<file path="src/rtl/usart_tx_frame.sv">
// usart_tx_frame: USART transmit framer.
// Serialises one DATA_BITS-wide word per frame onto TxD: a start bit, then the
// data bits LSB first, an optional parity bit, and one or two stop bits.
// A one-entry holding register decouples the CPU write handshake from bit
// timing, so frames can run back to back. INClk is sampled as data on CPUClk.
// Optional feature macro: USART_TX_PARITY_EN (adds the PARITY state/logic).
module usart_tx_frame #(
  parameter int unsigned DATA_BITS = 8
) (
  input  logic                 CPUClk,
  input  logic                 Reset,
  input  logic                 INClk,
  input  logic [DATA_BITS-1:0] TxData,
  input  logic                 TxValid,
  output logic                 TxReady,
  input  logic [1:0]           Parity,
  input  logic                 StopBits,
  output logic                 TxD,
  output logic                 TxBusy,
  output logic                 TxDone
);

  localparam int unsigned CW = $clog2(DATA_BITS);
  localparam logic [CW-1:0] LAST_BIT = CW'(DATA_BITS - 1);

  localparam logic [2:0] ST_IDLE   = 3'd0;
  localparam logic [2:0] ST_START  = 3'd1;
  localparam logic [2:0] ST_DATA   = 3'd2;
`ifdef USART_TX_PARITY_EN
  localparam logic [2:0] ST_PARITY = 3'd3;
`endif
  localparam logic [2:0] ST_STOP1  = 3'd4;
  localparam logic [2:0] ST_STOP2  = 3'd5;

  logic                 INClk_d;
  logic                 tick;
  logic                 hold_full;
  logic [DATA_BITS-1:0] hold_data;
  logic [2:0]           state;
  logic [2:0]           state_nx;
  logic [DATA_BITS-1:0] shift;
  logic [DATA_BITS-1:0] shift_nx;
  logic [CW-1:0]        bit_cnt;
  logic [CW-1:0]        cnt_nx;
  logic                 stop2_q;
  logic                 xfer;
  logic                 frame_end;
  logic                 txd_nx;

`ifdef USART_TX_PARITY_EN
  logic                 par_en_q;
  logic                 par_bit_q;
`else
  logic                 unused_parity;
  assign unused_parity = ^Parity;
`endif

  assign tick    = INClk & ~INClk_d;
  assign TxReady = ~hold_full;
  assign TxBusy  = (state != ST_IDLE);

  // Next-state, shift and counter logic; all movement is gated by tick.
  // Frame end and the IDLE start share one transfer path, so a full holding
  // register goes straight to START without an idle bit.
  always_comb begin
    state_nx  = state;
    shift_nx  = shift;
    cnt_nx    = bit_cnt;
    xfer      = 1'b0;
    frame_end = 1'b0;
    if (tick) begin
      case (state)
        ST_IDLE:   xfer = hold_full;
        ST_START: begin
          state_nx = ST_DATA;
          cnt_nx   = '0;
        end
        ST_DATA: begin
          if (bit_cnt == LAST_BIT) begin
`ifdef USART_TX_PARITY_EN
            state_nx = par_en_q ? ST_PARITY : ST_STOP1;
`else
            state_nx = ST_STOP1;
`endif
          end else begin
            shift_nx = shift >> 1;
            cnt_nx   = bit_cnt + 1'b1;
          end
        end
`ifdef USART_TX_PARITY_EN
        ST_PARITY: state_nx = ST_STOP1;
`endif
        ST_STOP1: begin
          if (stop2_q) state_nx = ST_STOP2;
          else         frame_end = 1'b1;
        end
        ST_STOP2:  frame_end = 1'b1;
        default:   state_nx = ST_IDLE;
      endcase
      if (frame_end) begin
        state_nx = ST_IDLE;
        xfer     = hold_full;
      end
      if (xfer) begin
        state_nx = ST_START;
        shift_nx = hold_data;
      end
    end
  end

  // Line level for the state being entered; registered below so TxD
  // changes on the edge that closes the tick cycle.
  always_comb begin
    txd_nx = 1'b1;
    case (state_nx)
      ST_START:  txd_nx = 1'b0;
      ST_DATA:   txd_nx = shift_nx[0];
`ifdef USART_TX_PARITY_EN
      ST_PARITY: txd_nx = par_bit_q;
`endif
      default:   txd_nx = 1'b1;
    endcase
  end

  // State registers, holding register and per-frame configuration latch.
  always_ff @(posedge CPUClk) begin
    if (Reset) begin
      INClk_d   <= 1'b0;
      hold_full <= 1'b0;
      hold_data <= '0;
      state     <= ST_IDLE;
      shift     <= '0;
      bit_cnt   <= '0;
      stop2_q   <= 1'b0;
      TxD       <= 1'b1;
      TxDone    <= 1'b0;
`ifdef USART_TX_PARITY_EN
      par_en_q  <= 1'b0;
      par_bit_q <= 1'b0;
`endif
    end else begin
      INClk_d <= INClk;
      state   <= state_nx;
      shift   <= shift_nx;
      bit_cnt <= cnt_nx;
      TxD     <= txd_nx;
      TxDone  <= frame_end;
      if (xfer) begin
        hold_full <= 1'b0;
        stop2_q   <= StopBits;
`ifdef USART_TX_PARITY_EN
        par_en_q  <= Parity[1];
        par_bit_q <= Parity[0] ? ~^hold_data : ^hold_data;
`endif
      end else if (TxValid && TxReady) begin
        hold_full <= 1'b1;
        hold_data <= TxData;
      end
    end
  end

endmodule

</file>
<file path="config.mk">
export PLATFORM = sky130hd
export DESIGN_NAME = usart_tx_frame
export DESIGN_NICKNAME = d
export VERILOG_FILES = /design/src/rtl/usart_tx_frame.sv
export SDC_FILE = /design/constraint.sdc
export NUM_CORES = 1
export LEC_CHECK = 0
export CAP_MARGIN = 15
export CORE_MARGIN = 10
export CORE_UTILIZATION = 54
export CTS_BUF_LIST = sky130_fd_sc_hd__clkbuf_8
export DETAILED_ROUTE_END_ITERATION = 8
export GPL_TIMING_DRIVEN = 1
export MAX_ROUTING_LAYER = met4
export PLACE_DENSITY_LB_ADDON = 0.12
export SLEW_MARGIN = 10
export SYNTH_ARGS = -nofsm -noshare
export SYNTH_HDL_FRONTEND = slang
export SYNTH_SLANG_ARGS = --single-unit
</file>
<file path="constraint.sdc">
create_clock -name CPUClk -period 2.45 [get_ports CPUClk]
set_clock_uncertainty 0.15 [all_clocks]
set_input_delay 0.49 -clock CPUClk [delete_from_list [all_inputs] [get_ports CPUClk]]
set_output_delay 0.49 -clock CPUClk [all_outputs]
set_load 0.1 [all_outputs]
</file>
[After elaboration in Yosys (flattened, before gate mapping)]
Cells that the tools add are included.
W data, S select, Z words.
Operators by class
  add/sub/neg operators: 1
  equal/unequal tests: 9
  mux-type cells: 20
  bitwise operators: 5
  reduce and logical (&&, ||, !) cells: 11
Operators by type and width (count)
  $mux W8: 3
  $mux W3: 6
  $pmux W3 S4: 1
  $eq A3 B3 Y1 const B: 3
  $mux W1: 7
  $eq A3 B1 Y1 const B: 2
  $eq A3 B2 Y1 const B: 2
  $pmux W3 S2: 1
  $reduce_and A3 Y1: 2
  $reduce_or A2 Y1: 3
  $not A1 Y1: 4
  $pmux W1 S2: 2
  $reduce_bool A2 Y1: 2
  $add A3 B1 Y3 const B: 1
  $logic_not A3 Y1: 1
  $reduce_bool A3 Y1: 1
  $ne A2 B1 Y1 const B: 1
  $ne A2 B2 Y1 const B: 1
  $reduce_and A2 Y1: 1
  $and A1 B1 Y1: 1
  $logic_and A1 B1 Y1: 1
Word-level totals
  flip-flop bits (word level): 27
  input bits: 15
  output and inout port bits: 4
  word-level logic and storage cells: 56

[Depth between registers and ports, before layout]
Gate-level depths: netlist of run 1.
  word-level depth: 9
  gate-level depth with buffers: 8
  depth with buffers taken out: 7

[Least setup slack after synthesis of run 1]
OpenSTA, ideal clock, no wires.
  path type: register to register
  from: register hold_full
  to: register TxD
  library setup time: 130 ps
  arrival time: 1882 ps
  data required time: 2170 ps
  setup slack: 288 ps
  cell stages (with the launch flop): 7
  path buffers: 1
  clock period less this slack: 2162 ps
  cell sequence: dfxtp_1 -> inv_1 -> a2111o_1 -> buf_2 -> mux2i_1 -> nor4_1 -> o211ai_1
On the way
  cells in the longest elaborated chain, start to end: 7
  elaborated cells on any way between the ends: 10
  those cells by class: eq/ne (2); mux (8)
Ends and longest elaborated chain
  start, declared: line 37  | logic hold_full;
  start signal, assigned: line 129  | hold_full <= 1'b0;
  start signal, assigned: line 149  | hold_full <= 1'b0;
  start signal, assigned: line 156  | hold_full <= 1'b1;
  $mux W1: line 72  | case (state)
  $mux W1 *: line 100  | if (frame_end) begin
  $mux W1 *: line 71  | if (tick) begin
  $mux W3: line 104  | if (xfer) begin
  $mux W3: line 71
  $eq A3 B2 Y1 / $eq A3 B1 Y1 (equally long branches): line 115  | case (state_nx)
  $pmux W1 S2 *: line 115
  end signal, assigned: line 146  | TxD <= txd_nx;
  end, declared: line 18  | output logic TxD,
Mark *: on every way between the ends. The rest lies on a longest branch, timed or not. The select of a mux whose other input is x is not followed.
A chain may end at the register's enable or synchronous reset.

[Worst setup path after layout of run 1]
  from: register bit_cnt[0]
  to: register TxD
On the way
  cells in the longest elaborated chain, start to end: 8
  elaborated cells on any way between the ends: 13
  those cells by class: eq/ne (3); mux (10)
Ends and longest elaborated chain
  start, declared: line 43  | logic [CW-1:0] bit_cnt;
  start signal, assigned: line 145  | bit_cnt <= cnt_nx;
  $eq A3 B3 Y1 *: line 79  | if (bit_cnt == LAST_BIT) begin
  $mux W3: line 79
  $pmux W3 S4: line 72
  $mux W3: line 100
  $mux W3: line 104
  $mux W3: line 71
  $eq A3 B2 Y1 / $eq A3 B1 Y1 (equally long branches): line 115
  $pmux W1 S2 *: line 115
Marks and branches as above.

==> flow_summary.json, run 1 <==
{
  "synthTopCellsByArea": "dfxtp_1 46%, nor2_1 7.4%, mux2i_1 6.9%",
  "routedWlPerCell_um": 13.6,
  "power_density_nw_per_um2": 642,
  "p_leak_uw": 0.000535,
  "cp.arrival_ps": 2260,
  "top_usage_layer": "met2",
  "relSlewSlack_pct": 67.5,
  "grt_max_degree": 16,
  "rr_endpoint": "TxD",
  "postCtsSetupRepairBufs": 0,
  "portBuffers": 16,
  "syn_to_final_growth_pct": 17.4,
  "synth_cell_type_count": 32,
  "hold_depth": 2,
  "syn_inst": 131,
  "global_route.usage.total_pct": 12.0,
  "fin_nets": 163,
  "htree_levels": 1,
  "ir_drop_uv": 559,
  "worstPathCellList": "ha_1, ha_1, or4b_4, nand2_1, mux2i_1, nor4_1, o211ai_1",
  "ant_nets": 0,
  "ys_ff_latch": 27,
  "ys_seq_area_share_pct": 46.4,
  "slowest_stage": "or4b_4",
  "rsz0062_at_grt": "no",
  "fmax_ghz": 0.440,
  "synthTopCellsByCount": "27 x dfxtp_1, 23 x nor2_1, 8 x a21oi_1, 8 x mux2i_1, 8 x nand2_1",
  "start_util_pct": 58.2,
  "multiInputGateArea_um2": 568,
  "core_um2": 2000,
  "min_period_over_period_pct": 92.8,
  "drt-pass1-iter-count": 4,
  "crit_path_frequent_cell": "ha_1",
  "diodes": 0,
  "grt_pass1_wl_um": 4180,
  "cp_max_fo": 11,
  "num_vias": 940,
  "synth_top_flop_cell": "dfxtp_1",
  "crit_type": "reg2reg",
  "postLayoutCoreUtil_pct": 68.4,
  "fin_crit_ps": 2270,
  "hold_viol_final": 0,
  "synth_fp_nets": 148,
  "r2r_start": "bit_cnt[0]",
  "regArea_um2": 541,
  "synth_most_common_cell": "dfxtp_1",
  "drv_cap": 0,
  "yosysWarnings": 0,
  "holdCritPathClass": "reg2reg",
  "synth_top_area_share_pct": 46.4,
  "max_stage_delay_ps": 590,
  "grtUsageMet3_pct": 3.01,
  "synth_top_area_cell": "dfxtp_1",
  "clock_sinks": 27,
  "crit_path_start_kind": "flop",
  "reg2reg_depth": 7,
  "gr-total-overflow": 0,
  "synth-edff-count": 0,
  "dpl.hpwl_um": 1740,
  "crit_path_start": "bit_cnt[0]",
  "die_w_um": 66.5,
  "fillerInstances": 187,
  "cts_tree": "yes",
  "cts.path.max_buffers": 2,
  "clkTransAtPathRegs_ps": 90,
  "endpoint_kind": "flop",
  "design_area_um2": 1370,
  "ctsResizeCount": 0,
  "use_met1_pct": 13.3,
  "met2_usage_pct": 20.2,
  "clock_latency_ps": 270,
  "fin_setup_tns_ps": 0,
  "numCtsBuffers": 3,
  "ff2ff_setup_slack_ps": 180,
  "post_dp_cell_area_um2": 1320,
  "setup_violations": 0,
  "layout-drive-gt1-share_pct": 9.66,
  "io_pins": 19,
  "finalPower_uw": 879,
  "die-area_um2": 4420,
  "syn-mean-instance-area_um2": 8.90,
  "grt_pass1_vias": 949,
  "worst_slew_pin_slew_ps": 486,
  "die_height_um": 66.5,
  "syn-cell-area_um2": 1170,
  "cp.required_ps": 2440,
  "antenna_found_initial": 0,
  "endpoint": "TxD",
  "vias_per_cell": 5.47,
  "rows": 16,
  "postSynth.asyncResetShare_pct": 0,
  "final_max_slew_viol_count": 0,
  "root_buffer": "clkbuf_8",
  "dr.first_iter.drc_count": 39,
  "cts-hold-fix-buffers": 0,
  "place.gp.congestion": 0.831,
  "drt-total-wl_um": 2340,
  "drc": 0,
  "status": "complete, no violations"
}
==> per-layer routing <==
metal / vias up / share of wire [%]
li1: 491 / -
met1: 438 / 47
met2: 9 / 49
met3: 2 / 3.0
met4: 0 / 0.60
met5: - / 0
==> logic make-up (layout without fill, tap and decap cells) <==
logic type,Yosys count,count (layout),share of synthesized area [%]
and+or+nand+nor,52,52,22.2
AOI/OAI and AO/OA,31,31,17.5
DFF,27,27,46.4
buffers and inverters,11,25,4.94
muxes,8,8,6.87
adders and majority gates,2,2,2.15
==> critical path, delay by kind of cell, from the launching register on <==
kind	cells	cell delay, ps
DFF	1	330
muxes	1	80
and+or+nand+nor	3	990
adders and majority gates	2	440
AOI/OAI and AO/OA	1	140
==> power by group <==
group / total (µW) / leakage [µW] / internal [µW] / switching [µW]
Clock: 244 / 0.0000255 / 114 / 130
Combinational: 159 / 0.000289 / 64.0 / 95.0
Sequential: 476 / 0.000221 / 462 / 14.7
Total: 879 / 0.000535 / 639 / 240
==> layout make-up <==
cell class	count	share of cell area [%]
clock inverters	1	0.366
repair buffers	19	12.6
flip-flops and latches	27	39.5
clock buffers	3	3.02
well taps	27	2.47
multi-input cells	93	41.5
inverters	2	0.548
==> metrics by stage <==
stage | setup slack (ps) | hold slack (ps) | instances
2_1_floorplan | 288 | 286 | 131
3_3_place_gp | 158 | 311 | 168
3_5_place_dp | 120 | 317 | 168
4_1_cts | 183 | 332 | 172
5_1_grt | 52.6 | 370 | 172
6_report | 177 | 334 | 172
==> worst min-delay path by stage <==
| stage | start | endpoint | slack (ps) |
|---|---|---|---|
| finish | hold_data[0] | hold_data[0] | 330 |
| detailed placement | hold_data[0] | hold_data[0] | 320 |
| global placement | hold_data[7] | shift[7] | 310 |
| floorplan | hold_data[7] | shift[7] | 290 |
| global route | hold_data[7] | shift[7] | 370 |
| CTS | hold_data[0] | hold_data[0] | 330 |
==> placed cells by master, fill, tap and decap left out, drive strengths merged <==
cell           count
dfxtp             27
nor2              23
clkdlybuf4s50     12
a21oi              9
mux2i              8
nand2              8
buf                7
o22ai              6
a211oi             6
nor2b              6
nand2b             4
nor3               3
clkbuf             3
o21ai              3
inv                2
and2               2
a22oi              2
ha                 2
or3                1
a2111o             1
or4b               1
o31ai              1
or2b               1
nor4               1
nor3b              1
a32oi              1
o211ai             1
nor4b              1
o21a               1
clkinv             1
==> registers in the layout, summed over array words and instances (netlist names) <==
name / flops
INClk_d: 1
TxDone: 1
hold_full: 1
shift: 8
TxD: 1
stop2_q: 1
hold_data: 8
state: 3
bit_cnt: 3
Power figures use the tool's default switching activity.
==> inputs of run 2 (changes only) <==
--- a/config.mk
+++ b/config.mk
@@ -7,4 +7,5 @@
 export LEC_CHECK = 0
 export CAP_MARGIN = 15
+export CORE_ASPECT_RATIO = 1.25
 export CORE_MARGIN = 10
 export CORE_UTILIZATION = 54
@@ -14,4 +15,5 @@
 export MAX_ROUTING_LAYER = met4
 export PLACE_DENSITY_LB_ADDON = 0.12
+export SKIP_CTS_REPAIR_TIMING = 1
 export SLEW_MARGIN = 10
 export SYNTH_ARGS = -nofsm -noshare
--- a/constraint.sdc
+++ b/constraint.sdc
@@ -3,3 +3,3 @@
 set_input_delay 0.49 -clock CPUClk [delete_from_list [all_inputs] [get_ports CPUClk]]
 set_output_delay 0.49 -clock CPUClk [all_outputs]
-set_load 0.1 [all_outputs]
+set_load 0.05 [all_outputs]
==> run 2 against run 1 <==
  * Worst hold slack got worse by 8.0 ps
  * Wire length fell by 1.3%
  * Critical endpoint unchanged
  * Non-clock buffer count grew 1
  * Via count down 0.53%
  * Highest routed layer unchanged
  * Critical path type unchanged
  * Combinational power shrank 10%
==> flow_summary.json, run 2 (synthesis gave the netlist of run 1 again) <==
{
  "status": "complete, no violations",
  "dpl.hpwl_um": 1710,
  "die_height_um": 72.0,
  "power_density_nw_per_um2": 631,
  "endpoint_kind": "flop",
  "cp_max_fo": 11,
  "crit_path_start_kind": "flop",
  "gr-total-overflow": 0,
  "worst_slew_pin_slew_ps": 507,
  "setup_violations": 0,
  "ff2ff_setup_slack_ps": 210,
  "top_regs": "hold_data: 8 flops, shift: 8 flops",
  "r2r_start": "bit_cnt[0]",
  "relSlewSlack_pct": 66.1,
  "layout-drive-gt1-share_pct": 7.53,
  "ant_nets": 0,
  "cp.arrival_ps": 2240,
  "num_vias": 935,
  "holdCritPathClass": "reg2reg",
  "vias_per_cell": 5.63,
  "cts.path.max_buffers": 2,
  "holdPathEnd": "shift[7]",
  "die_w_um": 61.6,
  "antenna_found_initial": 0,
  "layout_common_cells": "27 x dfxtp_1, 23 x nor2_1, 15 x clkdlybuf4s50_1",
  "cts_tree": "yes",
  "drc": 0,
  "syn_to_final_growth_pct": 18.6,
  "start_util_pct": 57.5,
  "grt_pass1_vias": 960,
  "rr_endpoint": "TxD",
  "reg2reg_depth": 7,
  "ir_drop_uv": 421,
  "clock_latency_ps": 270,
  "postLayoutCoreUtil_pct": 68.2,
  "final_max_slew_viol_count": 0,
  "rsz0062_at_grt": "no",
  "drt-total-wl_um": 2310,
  "io_pins": 19,
  "fin_crit_ps": 2240,
  "diodes": 0,
  "drt-pass1-iter-count": 4,
  "mostFrequentLayoutCell": "dfxtp_1",
  "cp.required_ps": 2460,
  "portBuffers": 16,
  "die-area_um2": 4430,
  "clkTransAtPathRegs_ps": 90,
  "dr.first_iter.drc_count": 24,
  "core_um2": 2030,
  "p_leak_uw": 0.000546,
  "rows": 18,
  "clock_sinks": 27,
  "grt_max_degree": 18,
  "root_buffer": "clkbuf_8",
  "hold_depth": 2,
  "fin_nets": 164,
  "htree_levels": 1,
  "routedWlPerCell_um": 13.9,
  "min_period_over_period_pct": 91.2,
  "fmax_ghz": 0.447,
  "global_route.usage.total_pct": 11.9,
  "drv_cap": 0,
  "hold_start": "hold_data[7]",
  "numCtsBuffers": 3,
  "place.gp.congestion": 0.788,
  "grt_pass1_wl_um": 4140,
  "hold_viol_final": 0,
  "crit_type": "reg2reg",
  "fin_setup_tns_ps": 0
}
-- run 2: area by class of cell --
class / instances / area, µm²
flip-flops and latches: 27 / 541
inverters: 2 / 7.51
clock inverters: 1 / 7.51
well taps: 20 / 25.0
multi-input cells: 93 / 568
repair buffers: 20 / 193
clock buffers: 3 / 41.3
fillers: 169 / 644
-- run 2: worst max-delay path, cell delays in order (launching register included) --
cell      delay (ps)
dfxtp_1          340
ha_1             200
ha_1             230
or4b_4           590
nand2_1          100
mux2i_1          100
nor4_1           300
o211ai_1         130
-- run 2: per-layer routing --
metal  vias to the layer above  global-route usage (%)  share of wire [%]  routed length, µm
li1                        487                       -                  -                  -
met1                       435                    13.3                 45               1040
met2                         9                    20.2                 51               1170
met3                         4                    2.26                2.7                 63
met4                         0                    4.23                1.3                 31
met5                         -                       -                  0                  0
-- run 2: where the power goes --
part	internal, µW	switching [µW]	leakage (µW)
sequential	462	14.7	0.000221
clock	115	137	0.0000217
combinational	66.7	76.0	0.000304
-- run 2: how the worst max path moves through the flow --
stage | to | from | slack (ps) | cells after the start
3_3_place_gp | TxD | INClk | 210 | 6
6_report | TxD | bit_cnt[0] | 210 | 7
4_1_cts | TxBusy | state[1] | 50 | 2
5_1_grt | TxD | bit_cnt[0] | 30 | 7
2_1_floorplan | TxD | bit_cnt[0] | 330 | 8
3_5_place_dp | TxD | INClk | 220 | 6
-- run 2: through the flow --
step / hold WS, ps / setup WS, ps / instance area (µm²) / instances / total power, µW
finish: 326 / 215 / 1380 / 166 / 872
global route: 368 / 26.3 / 1380 / 166 / 910
CTS: 327 / 54.0 / 1380 / 166 / 878
detailed placement: 305 / 215 / 1330 / 162 / 630
global placement: 305 / 211 / 1330 / 162 / 626
floorplan: 286 / 334 / 1170 / 131 / 581
